==> src/rtl/cic_decim_ctrl_pkg.sv <==
// Shared definitions for the CIC decimation chain: default chain geometry
// and the sequencer state encoding used by the controller, comb and integrators.
package cic_pkg;

  localparam int RATE_W_DEF   = 8;  // decimation ratio / phase counter width
  localparam int STAGES_DEF   = 3;  // comb stages = warm-up comb strobes to discard
  localparam int COMB_LAT_DEF = 3;  // clocks from comb_en to registered comb output

  // Sequencer states
  localparam logic [1:0] ST_IDLE_ENC   = 2'd0;
  localparam logic [1:0] ST_WARMUP_ENC = 2'd1;
  localparam logic [1:0] ST_RUN_ENC    = 2'd2;

  typedef enum logic [1:0] {
    ST_IDLE   = ST_IDLE_ENC,    // no legal rate loaded
    ST_WARMUP = ST_WARMUP_ENC,  // comb delay lines filling
    ST_RUN    = ST_RUN_ENC      // decimated outputs are valid
  } state_t;

endpackage

==> src/rtl/cic_decim_ctrl_if.sv <==
// Bus between the ADC front end / downstream logic and the decimation sequencer.
//
// Handshake semantics: every control signal here is a single-cycle strobe with
// no back-pressure. cfg_load and in_valid are sampled on the rising edge in the
// cycle they are high; integ_en, comb_en and out_valid are asserted for exactly
// one cycle per event and must be consumed in that cycle. There is no ready.
interface cic_decim_ctrl_if #(
  parameter int RATE_W = cic_pkg::RATE_W_DEF
);
  import cic_pkg::*;

  logic [RATE_W-1:0] cfg_rate;
  logic              cfg_load;
  logic              in_valid;
  logic              integ_en;
  logic              comb_en;
  logic              out_valid;
  logic [RATE_W-1:0] phase;
  logic              running;
  logic              cfg_err;
  state_t            dbg_state;   // sequencer state, for observation only

  // Front end / downstream side
  modport master (
    output cfg_rate, cfg_load, in_valid,
    input  integ_en, comb_en, out_valid, phase, running, cfg_err, dbg_state
  );

  // Sequencer side
  modport slave (
    input  cfg_rate, cfg_load, in_valid,
    output integ_en, comb_en, out_valid, phase, running, cfg_err, dbg_state
  );

endinterface

==> src/rtl/cic_decim_ctrl_rate_counter.sv <==
// Phase counter for the decimation period: holds the latched ratio R, counts
// enabled samples modulo R and flags the sample that closes a period.
module cic_rate_counter #(
  parameter int RATE_W = cic_pkg::RATE_W_DEF
) (
  input  logic              clk,
  input  logic              rst_n,
  input  logic              i_load,    // latch i_rate as the new ratio
  input  logic              i_clear,   // restart the period at phase 0
  input  logic              i_en,      // one accepted sample
  input  logic [RATE_W-1:0] i_rate,
  output logic [RATE_W-1:0] o_phase,
  output logic              o_wrap     // this sample completes the period
);

  logic [RATE_W-1:0] r_rate;
  logic [RATE_W-1:0] r_phase;
  logic              w_last;

  // With R=0 (reset) R-1 is all ones; the counter is never enabled then.
  assign w_last  = (r_phase == (r_rate - RATE_W'(1)));
  assign o_wrap  = i_en && w_last;
  assign o_phase = r_phase;

  // Ratio latch and modulo-R phase count; clear overrides counting.
  always_ff @(posedge clk or negedge rst_n) begin
    if (!rst_n) begin
      r_rate  <= '0;
      r_phase <= '0;
    end else begin
      if (i_load) begin
        r_rate <= i_rate;
      end
      if (i_clear) begin
        r_phase <= '0;
      end else if (i_en) begin
        r_phase <= w_last ? '0 : (r_phase + RATE_W'(1));
      end
    end
  end

endmodule

==> src/rtl/cic_decim_ctrl.sv <==
// CIC decimation sequencer: gates integrator clocks per accepted ADC sample,
// issues one comb strobe per R samples, and marks comb outputs valid once the
// first STAGES strobes have filled the comb delay lines.
module cic_decim_ctrl
  import cic_pkg::*;
#(
  parameter int RATE_W   = RATE_W_DEF,
  parameter int STAGES   = STAGES_DEF,
  parameter int COMB_LAT = COMB_LAT_DEF
) (
  input  logic             clk,
  input  logic             rst_n,
  cic_decim_ctrl_if.slave  bus
);

  localparam int WARM_W = $clog2(STAGES + 1);

  state_t              r_state;
  logic [WARM_W-1:0]   r_warm;
  logic                r_comb_en;
  logic                r_running;
  logic                r_cfg_err;
  logic [COMB_LAT-1:0] r_pipe;

  logic                w_accept;
  logic                w_rate_ok;
  logic                w_wrap;
  logic                w_pipe_in;
  logic [RATE_W-1:0]   w_phase;

  // A load takes priority over a coincident sample, which is dropped.
  assign w_accept  = bus.in_valid && (r_state != ST_IDLE) && !bus.cfg_load;
  assign w_rate_ok = (bus.cfg_rate >= RATE_W'(2));
  // Only strobes issued in RUN follow comb outputs that are fully primed.
  assign w_pipe_in = r_comb_en && (r_state == ST_RUN);

  cic_rate_counter #(
    .RATE_W (RATE_W)
  ) u_rate_counter (
    .clk     (clk),
    .rst_n   (rst_n),
    .i_load  (bus.cfg_load),
    .i_clear (bus.cfg_load),
    .i_en    (w_accept),
    .i_rate  (bus.cfg_rate),
    .o_phase (w_phase),
    .o_wrap  (w_wrap)
  );

  // Sequencer FSM with warm-up strobe count and registered status outputs.
  always_ff @(posedge clk or negedge rst_n) begin
    if (!rst_n) begin
      r_state   <= ST_IDLE;
      r_warm    <= '0;
      r_comb_en <= 1'b0;
      r_running <= 1'b0;
      r_cfg_err <= 1'b0;
    end else if (bus.cfg_load) begin
      r_state   <= w_rate_ok ? ST_WARMUP : ST_IDLE;
      r_running <= w_rate_ok;
      r_cfg_err <= !w_rate_ok;
      r_warm    <= '0;
      r_comb_en <= 1'b0;
    end else begin
      r_comb_en <= w_wrap;
      case (r_state)
        ST_WARMUP: begin
          if (r_comb_en) begin
            if (r_warm == WARM_W'(STAGES - 1)) begin
              r_state <= ST_RUN;
              r_warm  <= '0;
            end else begin
              r_warm <= r_warm + WARM_W'(1);
            end
          end
        end
        ST_RUN:  r_state <= ST_RUN;
        default: r_state <= ST_IDLE;
      endcase
    end
  end

  // Valid pipe aligned to the comb output latency; a load flushes it.
  always_ff @(posedge clk or negedge rst_n) begin
    if (!rst_n) begin
      r_pipe <= '0;
    end else if (bus.cfg_load) begin
      r_pipe <= '0;
    end else begin
      r_pipe <= (r_pipe << 1) | COMB_LAT'(w_pipe_in);
    end
  end

  assign bus.integ_en  = w_accept;
  assign bus.comb_en   = r_comb_en;
  assign bus.out_valid = r_pipe[COMB_LAT-1];
  assign bus.phase     = w_phase;
  assign bus.running   = r_running;
  assign bus.cfg_err   = r_cfg_err;
  assign bus.dbg_state = r_state;

endmodule

==> src/flat_wrapper.sv <==
// flat-port wrapper written by rule: the top's interface ports become plain ports
module cic_decim_ctrl_flat import cic_pkg::*;
#(
  parameter int RATE_W   = RATE_W_DEF,
  parameter int STAGES   = STAGES_DEF,
  parameter int COMB_LAT = COMB_LAT_DEF
)
  (clk, rst_n, bus_cfg_rate, bus_cfg_load, bus_in_valid, bus_integ_en, bus_comb_en, bus_out_valid, bus_phase, bus_running, bus_cfg_err, bus_dbg_state);
  cic_decim_ctrl_if #(.RATE_W(RATE_W)) bus_i ();
  input  logic clk;
  input  logic rst_n;
  input wire logic [$bits(bus_i.cfg_rate)-1:0] bus_cfg_rate;
  input wire logic [$bits(bus_i.cfg_load)-1:0] bus_cfg_load;
  input wire logic [$bits(bus_i.in_valid)-1:0] bus_in_valid;
  output wire logic [$bits(bus_i.integ_en)-1:0] bus_integ_en;
  output wire logic [$bits(bus_i.comb_en)-1:0] bus_comb_en;
  output wire logic [$bits(bus_i.out_valid)-1:0] bus_out_valid;
  output wire logic [$bits(bus_i.phase)-1:0] bus_phase;
  output wire logic [$bits(bus_i.running)-1:0] bus_running;
  output wire logic [$bits(bus_i.cfg_err)-1:0] bus_cfg_err;
  output wire logic [$bits(bus_i.dbg_state)-1:0] bus_dbg_state;
  assign bus_i.cfg_rate = bus_cfg_rate;
  assign bus_i.cfg_load = bus_cfg_load;
  assign bus_i.in_valid = bus_in_valid;
  assign bus_integ_en = bus_i.integ_en;
  assign bus_comb_en = bus_i.comb_en;
  assign bus_out_valid = bus_i.out_valid;
  assign bus_phase = bus_i.phase;
  assign bus_running = bus_i.running;
  assign bus_cfg_err = bus_i.cfg_err;
  assign bus_dbg_state = bus_i.dbg_state;
  cic_decim_ctrl #(.RATE_W(RATE_W), .STAGES(STAGES), .COMB_LAT(COMB_LAT)) u_core (.clk(clk), .rst_n(rst_n), .bus(bus_i));
endmodule
==> config.mk <==
export PLATFORM = sky130hd
export DESIGN_NAME = cic_decim_ctrl_flat
export DESIGN_NICKNAME = d
export VERILOG_FILES = /design/src/rtl/cic_decim_ctrl_pkg.sv /design/src/rtl/cic_decim_ctrl_if.sv /design/src/rtl/cic_decim_ctrl_rate_counter.sv /design/src/rtl/cic_decim_ctrl.sv /design/src/flat_wrapper.sv
export SDC_FILE = /design/constraint.sdc
export NUM_CORES = 1
export LEC_CHECK = 0
export BUFFER_PORTS_ARGS = -buffer_cell sky130_fd_sc_hd__buf_4
export CAP_MARGIN = 10
export CORE_MARGIN = 2
export CORE_UTILIZATION = 44
export DETAILED_ROUTE_END_ITERATION = 6
export GPL_TIMING_DRIVEN = 0
export PLACE_DENSITY_LB_ADDON = 0.25
export SLEW_MARGIN = 20
export SYNTH_ARGS = -nofsm -noshare
export SYNTH_HDL_FRONTEND = slang
export SYNTH_SLANG_ARGS = --single-unit
export TNS_END_PERCENT = 30
==> constraint.sdc <==
create_clock -name clk -period 2.68 [get_ports clk]
set_clock_uncertainty 0.15 [all_clocks]
set_input_delay 0.134 -clock clk [delete_from_list [all_inputs] [get_ports clk]]
set_output_delay 0.134 -clock clk [all_outputs]
set_load 0.05 [all_outputs]
Word-level counts from Yosys, hierarchy flattened --
Cells that the tools add are included.
Cells by class: reductions and logical operators 12, $add $sub $neg 3, equality and inequality tests 6, order comparisons 1, bitwise operators 1, multiplexer cells 14
Operators by type and width (count):
- $mux W8 | 3
- $mux W2 | 7
- $add A8 B1 Y8 const B | 1
- $eq A8 B8 Y1 | 1
- $ge A8 B2 Y1 const B | 1
- $reduce_bool A2 Y1 | 4
- $sub A8 B1 Y8 const B | 1
- $ne A3 B2 Y1 const B | 2
- $eq A2 B2 Y1 const B | 2
- $logic_and A1 B1 Y1 | 4
- $pmux W2 S2 | 1
- $reduce_and A2 Y1 | 2
- $mux W3 | 1
- $or A3 B1 Y3 | 1
- $add A2 B1 Y2 const B | 1
- $eq A2 B1 Y1 const B | 1
- $logic_not A1 Y1 | 2
- $mux W1 | 2
Word-level totals: logic and storage cells 45, bits of input ports 12, register bits 26, output and inout bits 15

Longest topological paths before layout --
Gate-level depths: netlist of run 1.
depth after elaboration 5, depth in mapped cells 8, gate-level depth less buffers 7

Hierarchy --
Synthesis of run 1 repeated with hierarchy kept, for this count alone.
Second synthesis, totals: cell total of the unflattened synthesis 147, area, all modules 1514.0 um^2
Modules (own cells, without submodules):
- cic_rate_counter | sequential area each 400.4 um^2, area each 1049.8 um^2, instances 1, cells each 105
- cic_decim_ctrl | sequential area each 250.2 um^2, area each 464.2 um^2, instances 1, cells each 42

Least setup slack after synthesis of run 1 --
Ideal clock, no wire load.
path type register -> register, start reg u_core.u_rate_counter.r_phase[2] (netlist: u_core.u_rate_counter.o_phase[2]), end reg u_core.u_rate_counter.r_phase[5] (netlist: u_core.u_rate_counter.o_phase[5]), data required time 2.394 ns, stages on the path, launching flop included 9, buffers on the path 2, data arrival time 2.139 ns, period minus slack after synthesis 2.425 ns, setup time 0.136 ns, path slack 0.255 ns, cells stage by stage dfrtp_1 -> clkbuf_1 -> nand3b_1 -> a21boi_0 -> o311ai_1 -> or4b_4 -> buf_6 -> nand3_1 -> a31oi_1
On the way: longest elaborated chain between the ends 4, elaborated cells on any way between the ends 5, classes of those cells 1 x add/sub; 1 x eq/ne; 3 x mux
RTL lines:
- start: declaration | RTL line cic_decim_ctrl_rate_counter.sv:17 | logic [RATE_W-1:0] r_phase;
- start signal: assignment | RTL line cic_decim_ctrl_rate_counter.sv:37 | r_phase <= w_last ? '0 : (r_phase + RATE_W'(1));
- $add A8 B1 Y8 or $eq A8 B8 Y1 (tied branches) | RTL line cic_decim_ctrl_rate_counter.sv:37, cic_decim_ctrl_rate_counter.sv:21
- $mux W8 * | RTL line cic_decim_ctrl_rate_counter.sv:37
- $mux W8 * | RTL line cic_decim_ctrl_rate_counter.sv:36 | end else if (i_en) begin
- $mux W8 * | RTL line cic_decim_ctrl_rate_counter.sv:34 | if (i_clear) begin
Mark *: on every way between the ends. The rest lies on a longest branch, timed or not. The select of a mux whose other input is x is not followed. A chain may end at the register's enable or synchronous reset.

Worst setup path in the final report of run 1 --
start reg u_core.u_rate_counter.r_rate[2], end reg u_core.u_rate_counter.r_phase[3] (netlist: u_core.u_rate_counter.o_phase[3])
On the way: longest elaborated chain between the ends 5
RTL lines:
- start: declaration | RTL line cic_decim_ctrl_rate_counter.sv:16 | logic [RATE_W-1:0] r_rate;
- start signal: assignment | RTL line cic_decim_ctrl_rate_counter.sv:32 | r_rate <= i_rate;
- $sub A8 B1 Y8 | RTL line cic_decim_ctrl_rate_counter.sv:21 | assign w_last = (r_phase == (r_rate - RATE_W'(1)));
- $eq A8 B8 Y1 | RTL line cic_decim_ctrl_rate_counter.sv:21
- $mux W8 | RTL line cic_decim_ctrl_rate_counter.sv:37
- $mux W8 | RTL line cic_decim_ctrl_rate_counter.sv:36
- $mux W8 | RTL line cic_decim_ctrl_rate_counter.sv:34
Every way passes these cells. The select of a mux whose other input is x is not followed.

==> impl_results.md, run 1 <==
* Root Buffer: clkbuf_4
* Outcome: completed
* Syn nets at 161
* Clock sink total at 26
* Synthesized area per cell at 9.74 um2
* Starting density of the core at 45.9%
* Clock Latency Late Sink at 0.34 ns
* Hold WS at 0.0613 ns
* Period minus WS final at 2.46 ns
* Final wirelength at 3240 um
* CP startpoint kind: flip-flop
* Met2 Resource Use GR at 34.2%
* Die H at 60.5 um
* Endpoints failing hold at 0
* Worst-path fanout max at 10
* Clk pin slew, worst setup/hold paths at 0.15 ns
* Post-CTS Hold Buffers at 9
* Post CTS Setup Buffer Count at 0
* Wire per inst at 14.3 um
* Setup TNS at 0 ns
* Initial antenna violation count at 0
* Warnings from Yosys at 0
* First DRT Iteration DRCs at 64
* CTS resizes at 0
* Share of cells above drive strength 1 at 23.1%
* Nets at 200
* Unrepaired setup endpoints after global routing: false
* H-Tree Depth at 1
* CTS Buffer Depth at 2
* Pre-antenna DRT Iters at 4
* Crit end category: flip-flop
* Final setup vio count at 0
* Post-synth top area cell: dfrtp_1
* Netlist cell types at 39
* Yosys top cell area share at 46.4%
* TritonCTS buffer count at 3
* Vias in the first global route at 1181
* CORE AREA at 3050 um2
* Hold Path Class: input pin to async pin
* Synth-to-Final Area Change at 27.5%
* GPL Wtd Cong at 0.834
* Final period util at 91.9%
* Peak VDD IR at 314 uV
* GRT Total Usage at 20.1%
* Drc violations at 0
* F_max at 406 MHz
* Critical Path AT at 2.53 ns
* Global route overflow at 0
* Crit path kind: flip-flop to flip-flop
* N_diodes at 0
* Synthesized area at 1400 um2
* Met1 Usage GRT at 25.1%
* Ranking of synthesized cells by area: dfrtp_1 46%, mux2_2 4.8%, nand2_1 4.5%, ha_1 4.5%, xor2_1 4.4%
* Slowest stage cell, crit path: or4b_4
* Met3 GRT Util at 2.99%
* Die Width at 60.5 um
* Largest net degree at the start of global routing at 27
* Biggest cell delay along the critical path at 0.56 ns
* First-pass GRT wire length at 5400 um
* Relative slew slack at 57.8%
* Lkg Pwr at 0.809 nW
* Total vias in the final route at 1186
* FILL cells at 273
* Post-DP HPWL at 2290 um
* Flops & latches, synth at 26
* CTS tree: yes
* Sequential element share of the synthesized area at 46.4%
* Syn Inst Count at 144
* I/O Buffers at 25
* Busiest layer in global routing: met2
* WP data required at 2.75 ns
* Worst slew pin tran at 0.625 ns
* Antenna Nets Post-Route at 0
* CP cell instances: or4_4 > o21ai_1 > o311ai_1 > or4b_4 > buf_6 > nand3_1 > a31oi_1
* Row Count at 20
* Area of the die at 3660 um2
* # IOs at 27
* Max-cap violations at 0
* Via density per instance at 5.25
* Pins Over Slew Limit at 0
* Pwr per Cell Area at 519 nW/um2
==> area by class of cell <==
class / instances / area [um2] / share of cell area [%]
Inverter: 6 / 22.5 / 1.26
Clock inverter: 1 / 30.0 / 1.68
Sequential cell: 26 / 651 / 36.4
Buffer: 6 / 31.3 / 1.75
Multi-Input combinational cell: 106 / 698 / 39.0
Tap cell: 44 / 55.1 / 3.08
Timing Repair Buffer: 34 / 278 / 15.5
Clock buffer: 3 / 22.5 / 1.26
==> per-layer routing <==
layer | part of all wire, % | vias up | routed length (um)
li1 | - | 575 | -
met1 | 45 | 582 | 1440
met2 | 51 | 23 | 1640
met3 | 3.2 | 6 | 104
met4 | 1.5 | 0 | 47
met5 | 0 | - | 0
==> stage by stage <==
| stage | setup WS [ns] | cells | total power [mW] | instance area, um2 | utilization [%] |
|---|---|---|---|---|---|
| after global routing | 0.122 | 226 | 0.969 | 1790 | 58.6 |
| after floorplan | 0.255 | 144 | 0.579 | 1400 | - |
| final | 0.216 | 226 | 0.929 | 1790 | 58.6 |
| after global placement | 0.291 | 213 | 0.638 | 1650 | 53.9 |
| after detailed placement | 0.257 | 213 | 0.647 | 1650 | 53.9 |
| after CTS | 0.225 | 226 | 0.934 | 1790 | 58.6 |
==> critical path: cells and delay by family (launching register included) <==
kind | cells | cell delay, ns
compound gates | 3 | 0.35
buf+inv | 1 | 0.16
simple gates | 3 | 1.19
flops | 1 | 0.49
==> report_power, final <==
group / internal, mW / total [mW] / switching, mW / leakage, nW
clock network: 0.152 / 0.278 / 0.126 / 0.0279
registers: 0.415 / 0.443 / 0.0285 / 0.337
logic: 0.0842 / 0.207 / 0.123 / 0.445
==> registers in the layout, indices dropped and copies added (netlist names) <==
name	cells
u_core.bus.cfg_err	1
u_core.bus.comb_en	1
u_core.bus.dbg_state	2
u_core.bus.running	1
u_core.r_pipe	3
u_core.r_warm	2
u_core.u_rate_counter.o_phase	8
u_core.u_rate_counter.r_rate	8
==> cells in the mapped netlist <==
master and instances:
nand2_1 17, nor2_1 10, or4b_4 1, o31ai_1 1, o21a_1 2, buf_2 1
o22ai_1 1, or4_4 1, a21oi_1 5, o41ai_1 1, nor3_2 1, inv_1 6
nand3b_1 1, nor3_1 6, or4_1 1, nor2b_1 3, o211ai_1 1, and3_1 2
nand3_1 9, a21boi_0 1, xor2_1 7, o21ai_1 2, mux2_2 6, dfrtp_1 26
or3_1 2, o21ai_0 4, xnor2_1 4, o311ai_1 1, nor3b_1 1, buf_6 1
or2b_1 1, nor4_1 1, mux2i_1 2, ha_1 5, nand2b_1 1, or2_2 1
a22oi_2 1, clkbuf_1 4, a31oi_1 3
==> final timing paths <==
path	from	cells past startpoint	slack [ns]	endpoint
worst max-delay path	u_core.u_rate_counter.r_rate[2]$_DFFE_PN0P_	7	0.22	u_core.u_rate_counter.o_phase[3]$_DFFE_PN0P_
worst min-delay path	rst_n	2	0.06	u_core.bus.cfg_err$_DFFE_PN0P_
worst max register to register	u_core.u_rate_counter.r_rate[2]$_DFFE_PN0P_	7	0.22	u_core.u_rate_counter.o_phase[3]$_DFFE_PN0P_
worst min register to register	u_core.r_pipe[0]$_DFF_PN0_	1	0.33	u_core.r_pipe[1]$_DFF_PN0_
max in group asynchronous	rst_n	2	2.07	u_core.u_rate_counter.o_phase[3]$_DFFE_PN0P_
min in group clk	bus_in_valid	4	0.09	u_core.u_rate_counter.o_phase[1]$_DFFE_PN0P_
==> layout by cell type, fill, tap and decap left out, drive strengths merged, types with 4 or more instances in the layout <==
cell type / n
nand2: 17
buf: 27
mux2: 6
inv: 6
nor2: 10
ha: 5
nor3: 7
a21oi: 5
dfrtp: 26
nand3: 9
xor2: 7
dlygate4sd3: 9
clkbuf: 7
o21ai: 6
xnor2: 4
==> kinds of logic (layout without fill, tap and decap cells) <==
group | Yosys count | in the layout | synth area share (%)
compound gates | 23 | 23 | 10.5
xor+xnor | 11 | 11 | 6.87
fa+ha+maj | 5 | 5 | 4.46
buf+inv | 12 | 50 | 3.84
flops | 26 | 26 | 46.4
mux | 8 | 8 | 6.24
simple gates | 59 | 59 | 21.7
(Power assumes the default switching activity.)
==> inputs of run 2 (changes only) <==
--- a/config.mk
+++ b/config.mk
@@ -11,7 +11,7 @@
 export CORE_UTILIZATION = 44
 export DETAILED_ROUTE_END_ITERATION = 6
 export GPL_TIMING_DRIVEN = 0
-export PLACE_DENSITY_LB_ADDON = 0.25
+export PLACE_DENSITY = 0.66
 export SLEW_MARGIN = 20
 export SYNTH_ARGS = -nofsm -noshare
 export SYNTH_HDL_FRONTEND = slang
==> impl_results.md, run 2 (same netlist as run 1, synthesis figures left out) <==
* Outcome: completed
* TritonCTS buffer count at 3
* Peak VDD IR at 308 uV
* Clk pin slew, worst setup/hold paths at 0.15 ns
* Synth-to-Final Area Change at 27.5%
* H-Tree Depth at 1
* # IOs at 27
* Commonest non-fill, non-tap cell in the layout: dfrtp_1
* Root Buffer: clkbuf_4
* PnR worst setup slack at 0.159 ns
* CP cell instances: or4_4 > o21ai_1 > o311ai_1 > or4b_4 > buf_6 > a22oi_2 > nor2_1
* Pre-antenna DRT Iters at 4
* Via density per instance at 5.29
* GPL Wtd Cong at 0.845
* Final period util at 94.1%
* Hold Path Class: input pin to async pin
* I/O Buffers at 25
* Starting density of the core at 45.9%
* Post-DP HPWL at 2240 um
* CTS tree: yes
* Setup TNS at 0 ns
* Pins Over Slew Limit at 0
* First-pass GRT wire length at 5380 um
* Slowest stage cell, crit path: or4b_4
* Endpoints failing hold at 0
* Wl on met1 at 1410 um
* Worst slew pin tran at 0.764 ns
* Row Count at 20
* GRT Total Usage at 20.1%
* CORE AREA at 3050 um2
* Crit end category: flip-flop
* CP startpoint kind: flip-flop
* CTS Buffer Depth at 2
* Critical Path AT at 2.60 ns
* Total vias in the final route at 1196
* Nets at 200
* Most frequent cells in the layout: 26 x dfrtp_1, 25 x buf_4, 17 x nand2_1
* Max-cap violations at 0
* Die H at 60.5 um
* Largest net degree at the start of global routing at 27
* Met3 WL post-DR at 82 um
* Drc violations at 0
* Antenna Nets Post-Route at 0
* Pwr per Cell Area at 519 nW/um2
* Global route overflow at 0
* Final setup vio count at 0
* Worst-path fanout max at 10
* Wire per inst at 14.0 um
* Final wirelength at 3170 um
* Setup WS pre-CTS at 0.181 ns
* F_max at 397 MHz
* Share of cells above drive strength 1 at 23.1%
* Clock Latency Late Sink at 0.34 ns
* Clock sink total at 26
* WP data required at 2.76 ns
* Unrepaired setup endpoints after global routing: false
* FILL cells at 286
* Crit path kind: flip-flop to flip-flop
* Top sig layer: met4
* Period minus WS final at 2.52 ns
* Tot Pwr at 0.927 mW
* Biggest cell delay along the critical path at 0.57 ns
* Lkg Pwr at 0.809 nW
* Vias in the first global route at 1173
* Post CTS Setup Buffer Count at 0
* Relative slew slack at 48.4%
* Area of the die at 3660 um2
* N_diodes at 0
* WL met2 at 1610 um
* First DRT Iteration DRCs at 43
* Die Width at 60.5 um
* Initial antenna violation count at 0
-- run 2: cell counts in the layout (fill, tap and decap cells not counted) --
Identical to the previous run, type by type.
-- run 2: timing repair --
| item | in CTS | in global routing |
|---|---|---|
| endpoints found under the hold margin | 36 | 0 |
| hold buffers | 9 | 0 |
| resized for setup | 0 | 0 |
-- run 2: where the power goes --
group	switching (mW)	internal (mW)	total, mW	leakage, nW
sequential	0.0283	0.415	0.443	0.337
combinational	0.122	0.0837	0.206	0.445
clock	0.127	0.152	0.278	0.0279
total	0.277	0.650	0.927	0.809
-- run 2: through the flow --
step	instances	hold slack, ns	utilization [%]	cell area (um2)
after floorplan	144	-0.312	-	1400
after global placement	213	-0.0906	53.9	1650
after detailed placement	213	-0.0839	53.9	1650
after CTS	226	0.0816	58.6	1790
after global routing	226	0.0777	58.6	1790
final	226	0.0701	58.6	1790
-- run 2: critical path, delay by kind of cell, from the launching register on --
kind | cells | cell delay (ns)
AND/OR/NAND/NOR | 3 | 1.17
flip-flops | 1 | 0.50
AO/OA/AOI/OAI | 3 | 0.42
buffers and inverters | 1 | 0.16
-- run 2: area by class of cell --
type                       instances  area [um2]  area share (%)
timing repair buffer              34         278            15.5
buffer                             6        31.3            1.75
clock buffer                       3        22.5            1.26
inverter                           6        22.5            1.26
sequential                        26         651            36.4
multi-input combinational        106         698            39.0
clock inverter                     1        30.0            1.68
tap                               44        55.1            3.08
-- run 2: layer usage --
layer	GRT usage, %	up-vias
met4	9.01	0
met1	25.4	587
li1	-	582
met5	0	-
met2	34.6	20
met3	2.56	7
-- run 2: worst paths after layout --
| path | startpoint | to | slack, ns | depth (start not counted) |
|---|---|---|---|---|
| setup / recovery | u_core.u_rate_counter.r_rate[2]$_DFFE_PN0P_ | u_core.u_rate_counter.o_phase[2]$_DFFE_PN0P_ | 0.16 | 7 |
| hold / removal | rst_n | u_core.bus.cfg_err$_DFFE_PN0P_ | 0.07 | 2 |
| max in group asynchronous | rst_n | u_core.u_rate_counter.r_rate[3]$_DFFE_PN0P_ | 2.07 | 2 |
| min in group clk | bus_in_valid | u_core.u_rate_counter.o_phase[1]$_DFFE_PN0P_ | 0.10 | 4 |
| setup reg to reg | u_core.u_rate_counter.r_rate[2]$_DFFE_PN0P_ | u_core.u_rate_counter.o_phase[2]$_DFFE_PN0P_ | 0.16 | 7 |
| hold reg to reg | u_core.r_pipe[1]$_DFF_PN0_ | u_core.r_pipe[2]$_DFF_PN0_ | 0.33 | 1 |
